### src/rtl/decim_resampler_pkg.sv
// Shared types and constant helpers for the decimating re-quantiser.
package decim_resampler_pkg;

  typedef enum logic {
    MODE_PICK = 1'b0,
    MODE_AVG  = 1'b1
  } mode_e;

  function automatic int unsigned clog2(input int unsigned v);
    int unsigned r;
    r = 0;
    for (int unsigned p = 1; p < v; p = p << 1) r++;
    return r;
  endfunction

  // Code that represents a zero-valued sample at the output.
  function automatic logic [31:0] midscale(input int unsigned w, input bit offset_bin);
    return offset_bin ? (32'd1 << (w - 1)) : 32'd0;
  endfunction

endpackage

### src/rtl/decim_resampler_lane.sv
// One lane: boxcar accumulator, stage-1 capture, round/saturate/offset stage, sticky ovf.
module resampler_lane
  import decim_resampler_pkg::*;
#(
  parameter int IN_W       = 48,
  parameter int OUT_W      = 12,
  parameter int RANGE_H    = 28,
  parameter int DECIM      = 16,
  parameter int OFFSET_BIN = 1
) (
  input  logic             clk,
  input  logic             nreset,
  input  logic             i_valid,
  input  logic             i_first,
  input  logic             i_clr,
  input  logic             i_done,
  input  logic             i_avg,
  input  logic             i_s1_vld,
  input  logic             i_ovf_clr,
  input  logic [IN_W-1:0]  i_data,
  output logic [OUT_W-1:0] o_code,
  output logic             o_ovf
);

  localparam int unsigned     PW      = clog2(DECIM);
  localparam int unsigned     AW      = IN_W + PW;
  localparam logic [OUT_W-1:0] MID    = OUT_W'(midscale(OUT_W, OFFSET_BIN != 0));
  localparam logic [OUT_W-1:0] POSMAX = {1'b0, {(OUT_W-1){1'b1}}};
  localparam logic [OUT_W-1:0] NEGMIN = {1'b1, {(OUT_W-1){1'b0}}};
  localparam logic [OUT_W-1:0] FLIP   = {(OFFSET_BIN != 0), {(OUT_W-1){1'b0}}};

  logic [AW-1:0]          r_acc;
  logic [IN_W-1:0]        r_s1;
  logic [OUT_W-1:0]       r_code;
  logic                   r_ovf;
  logic [AW-1:0]          w_ext;
  logic [AW-1:0]          w_sum;
  logic [IN_W-1:0]        w_avg;
  logic [IN_W:0]          w_rnd;
  logic [IN_W-RANGE_H:0]  w_hi;
  logic                   w_sat;
  logic [OUT_W-1:0]       w_code;
  logic                   w_unused;

  assign w_ext = {{PW{i_data[IN_W-1]}}, i_data};
  assign w_sum = r_acc + w_ext;
  // Dropping the low PW bits of the sum is the arithmetic shift by log2(DECIM).
  assign w_avg = w_sum[AW-1:PW];

  always_ff @(posedge clk or negedge nreset) begin
    if (!nreset) begin
      r_acc <= '0;
      r_s1  <= '0;
    end else begin
      if (i_valid)    r_acc <= i_first ? w_ext : w_sum;
      else if (i_clr) r_acc <= '0;
      if (i_done)     r_s1  <= i_avg ? w_avg : i_data;
    end
  end

  generate
    if (RANGE_H >= OUT_W) begin : g_rnd
      assign w_rnd = {r_s1[IN_W-1], r_s1} + ((IN_W+1)'(1) << (RANGE_H - OUT_W));
    end else begin : g_nornd
      assign w_rnd = {r_s1[IN_W-1], r_s1};
    end
  endgenerate

  assign w_hi  = w_rnd[IN_W:RANGE_H];
  assign w_sat = ~((&w_hi) | ~(|w_hi));

  always_comb begin
    w_code = w_rnd[RANGE_H -: OUT_W];
    if (w_sat) w_code = w_rnd[IN_W] ? NEGMIN : POSMAX;
    w_code = w_code ^ FLIP;
  end

  always_ff @(posedge clk or negedge nreset) begin
    if (!nreset) begin
      r_code <= MID;
      r_ovf  <= 1'b0;
    end else begin
      if (i_s1_vld) r_code <= w_code;
      if (i_s1_vld && w_sat) r_ovf <= 1'b1;
      else if (i_ovf_clr)    r_ovf <= 1'b0;
    end
  end

  assign o_code   = r_code;
  assign o_ovf    = r_ovf;
  assign w_unused = ^{w_rnd, w_sum[PW-1:0]};

endmodule

### src/rtl/decim_resampler.sv
// Decimating re-quantiser top: shared phase counter, mode latch, valid pipeline, lanes.
module decim_resampler
  import decim_resampler_pkg::*;
#(
  parameter int IN_W       = 48,
  parameter int OUT_W      = 12,
  parameter int RANGE_H    = 28,
  parameter int DECIM      = 16,
  parameter int CHANNELS   = 2,
  parameter int OFFSET_BIN = 1
) (
  input  logic                      clk,
  input  logic                      nreset,
  input  logic                      in_valid,
  input  logic [CHANNELS*IN_W-1:0]  in_data,
  input  logic                      mode,
  input  logic                      sync_clr,
  input  logic                      ovf_clr,
  output logic                      out_valid,
  output logic [CHANNELS*OUT_W-1:0] out_data,
  output logic [CHANNELS-1:0]       ovf
);

  localparam int unsigned PW = clog2(DECIM);

  logic [PW-1:0] r_phase;
  mode_e         r_mode;
  logic          r_s1_vld;
  logic          r_out_vld;
  logic          w_first;
  logic          w_done;
  logic          w_avg;

  // sync_clr with in_valid makes this sample phase 0 of a fresh group.
  assign w_first = in_valid & (sync_clr | (r_phase == '0));
  assign w_done  = in_valid & ~sync_clr & (r_phase == PW'(DECIM - 1));
  assign w_avg   = (w_first ? mode_e'(mode) : r_mode) == MODE_AVG;

  always_ff @(posedge clk or negedge nreset) begin
    if (!nreset) begin
      r_phase   <= '0;
      r_mode    <= MODE_PICK;
      r_s1_vld  <= 1'b0;
      r_out_vld <= 1'b0;
    end else begin
      if (sync_clr)      r_phase <= in_valid ? PW'(1) : '0;
      else if (in_valid) r_phase <= r_phase + PW'(1);
      if (w_first)       r_mode  <= mode_e'(mode);
      r_s1_vld  <= w_done;
      r_out_vld <= r_s1_vld;
    end
  end

  assign out_valid = r_out_vld;

  for (genvar k = 0; k < CHANNELS; k++) begin : g_lane
    resampler_lane #(
      .IN_W      (IN_W),
      .OUT_W     (OUT_W),
      .RANGE_H   (RANGE_H),
      .DECIM     (DECIM),
      .OFFSET_BIN(OFFSET_BIN)
    ) u_lane (
      .clk      (clk),
      .nreset   (nreset),
      .i_valid  (in_valid),
      .i_first  (w_first),
      .i_clr    (sync_clr),
      .i_done   (w_done),
      .i_avg    (w_avg),
      .i_s1_vld (r_s1_vld),
      .i_ovf_clr(ovf_clr),
      .i_data   (in_data[k*IN_W +: IN_W]),
      .o_code   (out_data[k*OUT_W +: OUT_W]),
      .o_ovf    (ovf[k])
    );
  end

endmodule
### config.mk
export PLATFORM = sky130hd
export DESIGN_NAME = decim_resampler
export DESIGN_NICKNAME = d
export VERILOG_FILES = /design/src/rtl/decim_resampler_pkg.sv /design/src/rtl/decim_resampler_lane.sv /design/src/rtl/decim_resampler.sv
export SDC_FILE = /design/constraint.sdc
export NUM_CORES = 1
export LEC_CHECK = 0
export CAP_MARGIN = 20
export CORE_MARGIN = 1
export CORE_UTILIZATION = 32
export DETAILED_ROUTE_END_ITERATION = 12
export GPL_TIMING_DRIVEN = 0
export HOLD_SLACK_MARGIN = 0.02
export PLACE_DENSITY = 0.56
export SYNTH_ARGS = -nofsm -noshare
export SYNTH_HDL_FRONTEND = slang
export SYNTH_HIERARCHICAL = 1
export SYNTH_SLANG_ARGS = --single-unit
### constraint.sdc
create_clock -name clk -period 3.5 [get_ports clk]
set_clock_uncertainty 0.05 [all_clocks]
set_input_delay 0.525 -clock clk [delete_from_list [all_inputs] [get_ports clk]]
set_output_delay 0.525 -clock clk [all_outputs]
set_load 0.02 [all_outputs]
==> metrics <==
status complete, no violations; layout cells sized above 1 0.09017; worst vdd ir 381.3 uV; Clk pin slew, worst setup/hold paths 0.06 ns; total global-route track usage 0.2095; I/O Pins around 130; first-pass GRT wire length 89,040 um; Worst R2R Path Depth 13; PortBufs 128; Fmax achieved a little under 0.3 GHz; Yosys warning count 6; post-detail-place hpwl approximately 43,000 um; relative slew slack 0.3838; cell count of the worst hold path 3; Seq cells post-synth 201; DR iter-0 viols 1,269; cells along the critical path clkdlybuf4s50_1, ha_4, a211oi_1, o221ai_1, a31o_2, a31oi_4, o31ai_4, a31o_4, a221oi_4, xor2_2, buf_4, or3_1, a31oi_1; Seq/Total Area, Yosys 0.3033; delay of the slowest critical-path stage 0.59 ns; # clock sinks around 200; Placed Cells 2,840; CP top delay family compound AO/OA/AOI/OAI gates; via count approximately 16k; Lkg Pwr 8.763 nW; Synth Flop Type dfrtp_1; final setup fails 0; cell count after synthesis 2,031; H-tree Lvls 1; Initial Util 0.3234; RSZ-0062 raised after global routing true; initial antenna violation count 2; Yosys top cell area share 0.3002; die width 229.7 um; vias per cell 5.586; met2 usage in global routing 0.3259; ys async rst share 1.000; fin. max-slew vios 0; total core area 51,300 sq um; max cap viols 0; # DRC 0; Post-synth EDFFs 0; Crit. End Element flip-flop; CTS tree yes; clk_lat worst skew 0.56 ns; Ant. Diodes 0; vias in the first global route 15.55k; Final Critical Period approximately 3.5 ns; Required @ worst endpoint about 4 ns; CP arrival between 3 and 4 ns; busiest grt layer met2; period utilization 0.9912; Root Buffer clkbuf_16; total power roughly 13 mW; critical path startpoint category input pin; pin count of the biggest net entering global routing 107; met1 GRT Util 0.3025; Synth Area per Inst roughly 8.2 sq um; CP max stage cell clkdlybuf4s50_1; Area Overhead vs Synth 22.11%; Cell Rows 83; final hold violations 0; Yosys cell types 99; final WL between 50,000 and 60,000 um; Mapped Area approximately 17,000 sq um; Congestion Overflow GR 0; first drt pass iteration count 5; Layout Cells excl Fill ~2.9k; Die Ht 229.7 um; worst slew pin tran 0.9243 ns; Mapped Nets 2,241; post-synth top area cell dfrtp_1; Die ar. 52,760 sq um; Global Route met3 Usage 0.02679; cell area power density around 630 nW/um^2; Hold Crit Class in -> reg; WL/cell 19.49 um; Crit Path Max Fanout 6; Worst Path Buf+Inv 2; fin nets around 2.4k; TritonCTS buffer count 27; Synth area leaders dfrtp_1 (30%), ha_1 (8.0%), a21oi_1 (6.6%); Setup CP Type in -> reg; final antenna-violating net count 0; GPL Wtd Cong 0.9180; Worst path depth 13; CTS Buffer Depth 3
per-stage QoR:
stage                     instance area (sq um)    util  setup WS [ns]  setup TNS [ns]  hold slack (ns)
after global placement                    18720  0.3649         -7.296        -1529.18           0.4070
final                                     20260  0.3949        0.03091               0           0.3381
after global routing                      20260  0.3949       -0.06969         -0.1331           0.3509
after floorplan                           16590       -         0.1123               0           0.1794
after detailed placement                  18750  0.3656         -1.193          -75.24           0.4249
after CTS                                 19930  0.3885        0.01110               0           0.4359
power breakdown:
part,internal [mW],switching (mW),total (mW)
Clock,1.76,1.14,2.91
Sequential,2.75,0.264,3.01
Combinational,2.76,4.14,6.89
metal layers:
layer	vias up	part of all wire
met5	-	0.00044
met4	4	0.026
met3	84	0.057
met2	451	0.44
met1	7868	0.48
li1	7780	-
tightest hold or removal path, delay by kind of cell:
family | cells | cell delay [ns]
multiplexers | 1 | 0.08
buffers and inverters | 1 | 0.13
AO/OA/AOI/OAI | 1 | 0.16
synth_stat cells, drive strengths merged (22+ instances only):
| cell type | count |
|---|---|
| xnor2 | 71 |
| dfrtp | 199 |
| and3 | 25 |
| nor3 | 24 |
| nand2 | 235 |
| ha | 106 |
| a31oi | 66 |
| clkbuf | 92 |
| mux2i | 76 |
| o21ai | 145 |
| a21o | 56 |
| a21oi | 220 |
| nor2b | 28 |
| buf | 22 |
| nor2 | 166 |
| inv | 46 |
| nand4 | 47 |
| o21bai | 23 |
| nand3 | 61 |
| xor2 | 56 |
sequential cells by signal, indices dropped and copies added, names as in the netlist:
name	cells
g_lane.u_lane/o_code	24
g_lane.u_lane/r_s1	64
out_valid	1
r_mode	1
r_s1_vld	1
g_lane.u_lane/o_ovf	2
r_phase	4
g_lane.u_lane/r_acc	104
cell families (layout without fill, tap and decap cells):
logic type / count (synthesis) / after routing / share of synthesized area
xor+xnor: 127 / 127 / 0.06705
mux: 86 / 86 / 0.05287
flops: 201 / 201 / 0.3033
compound gates: 667 / 667 / 0.2558
buf+inv: 162 / 349 / 0.04178
simple gates: 680 / 680 / 0.1968
fa+ha+maj: 108 / 108 / 0.08236
worst paths after layout:
| path | from | end | slack (ns) |
|---|---|---|---|
| min | in_data[48] | g_lane[1].u_lane/r_acc[0] | 0.34 |
| max | in_data[54] | g_lane[1].u_lane/r_s1[47] | 0.03 |
| max in group asynchronous | nreset | g_lane[0].u_lane/r_s1[43] | 1.85 |
| max reg2reg | g_lane[1].u_lane/r_acc[0] | g_lane[1].u_lane/r_s1[46] | 0.16 |
| min reg2reg | g_lane[1].u_lane/o_code[11] | g_lane[1].u_lane/o_code[11] | 0.42 |
| min in group asynchronous | nreset | g_lane[1].u_lane/r_acc[13] | 0.52 |
cells in the final DEF, fill, tap and decap left out, drive strengths merged, types with 61 or more instances in the layout:
master,n
xnor2,71
clkbuf,119
o21ai,145
a31oi,66
ha,106
nand3,61
nor2,166
nand2,235
dfrtp,199
clkdlybuf4s50,122
mux2i,76
a21oi,220
final cells by class:
class	count	area, sq um
clock buffers	31	720.7
repair buffers	145	1441
plain buffers	109	498.0
multi-input cells	1668	11330
clock inverters	16	200.2
fillers	5285	31040
flip-flops and latches	201	5032
inverters	48	180.2
well taps	680	850.8
timing repair:
action / 4_1_cts / 5_1_grt
hold endpoints to repair: 76 / 0
hold buffers: 1 / 0
setup buffers: 5 / 10
gates resized for setup: 41 / 57
endpoints found under the setup margin: 62 / 46
pin swaps: 13 / 23
Note: power is estimated with default switching activity, not from simulation.
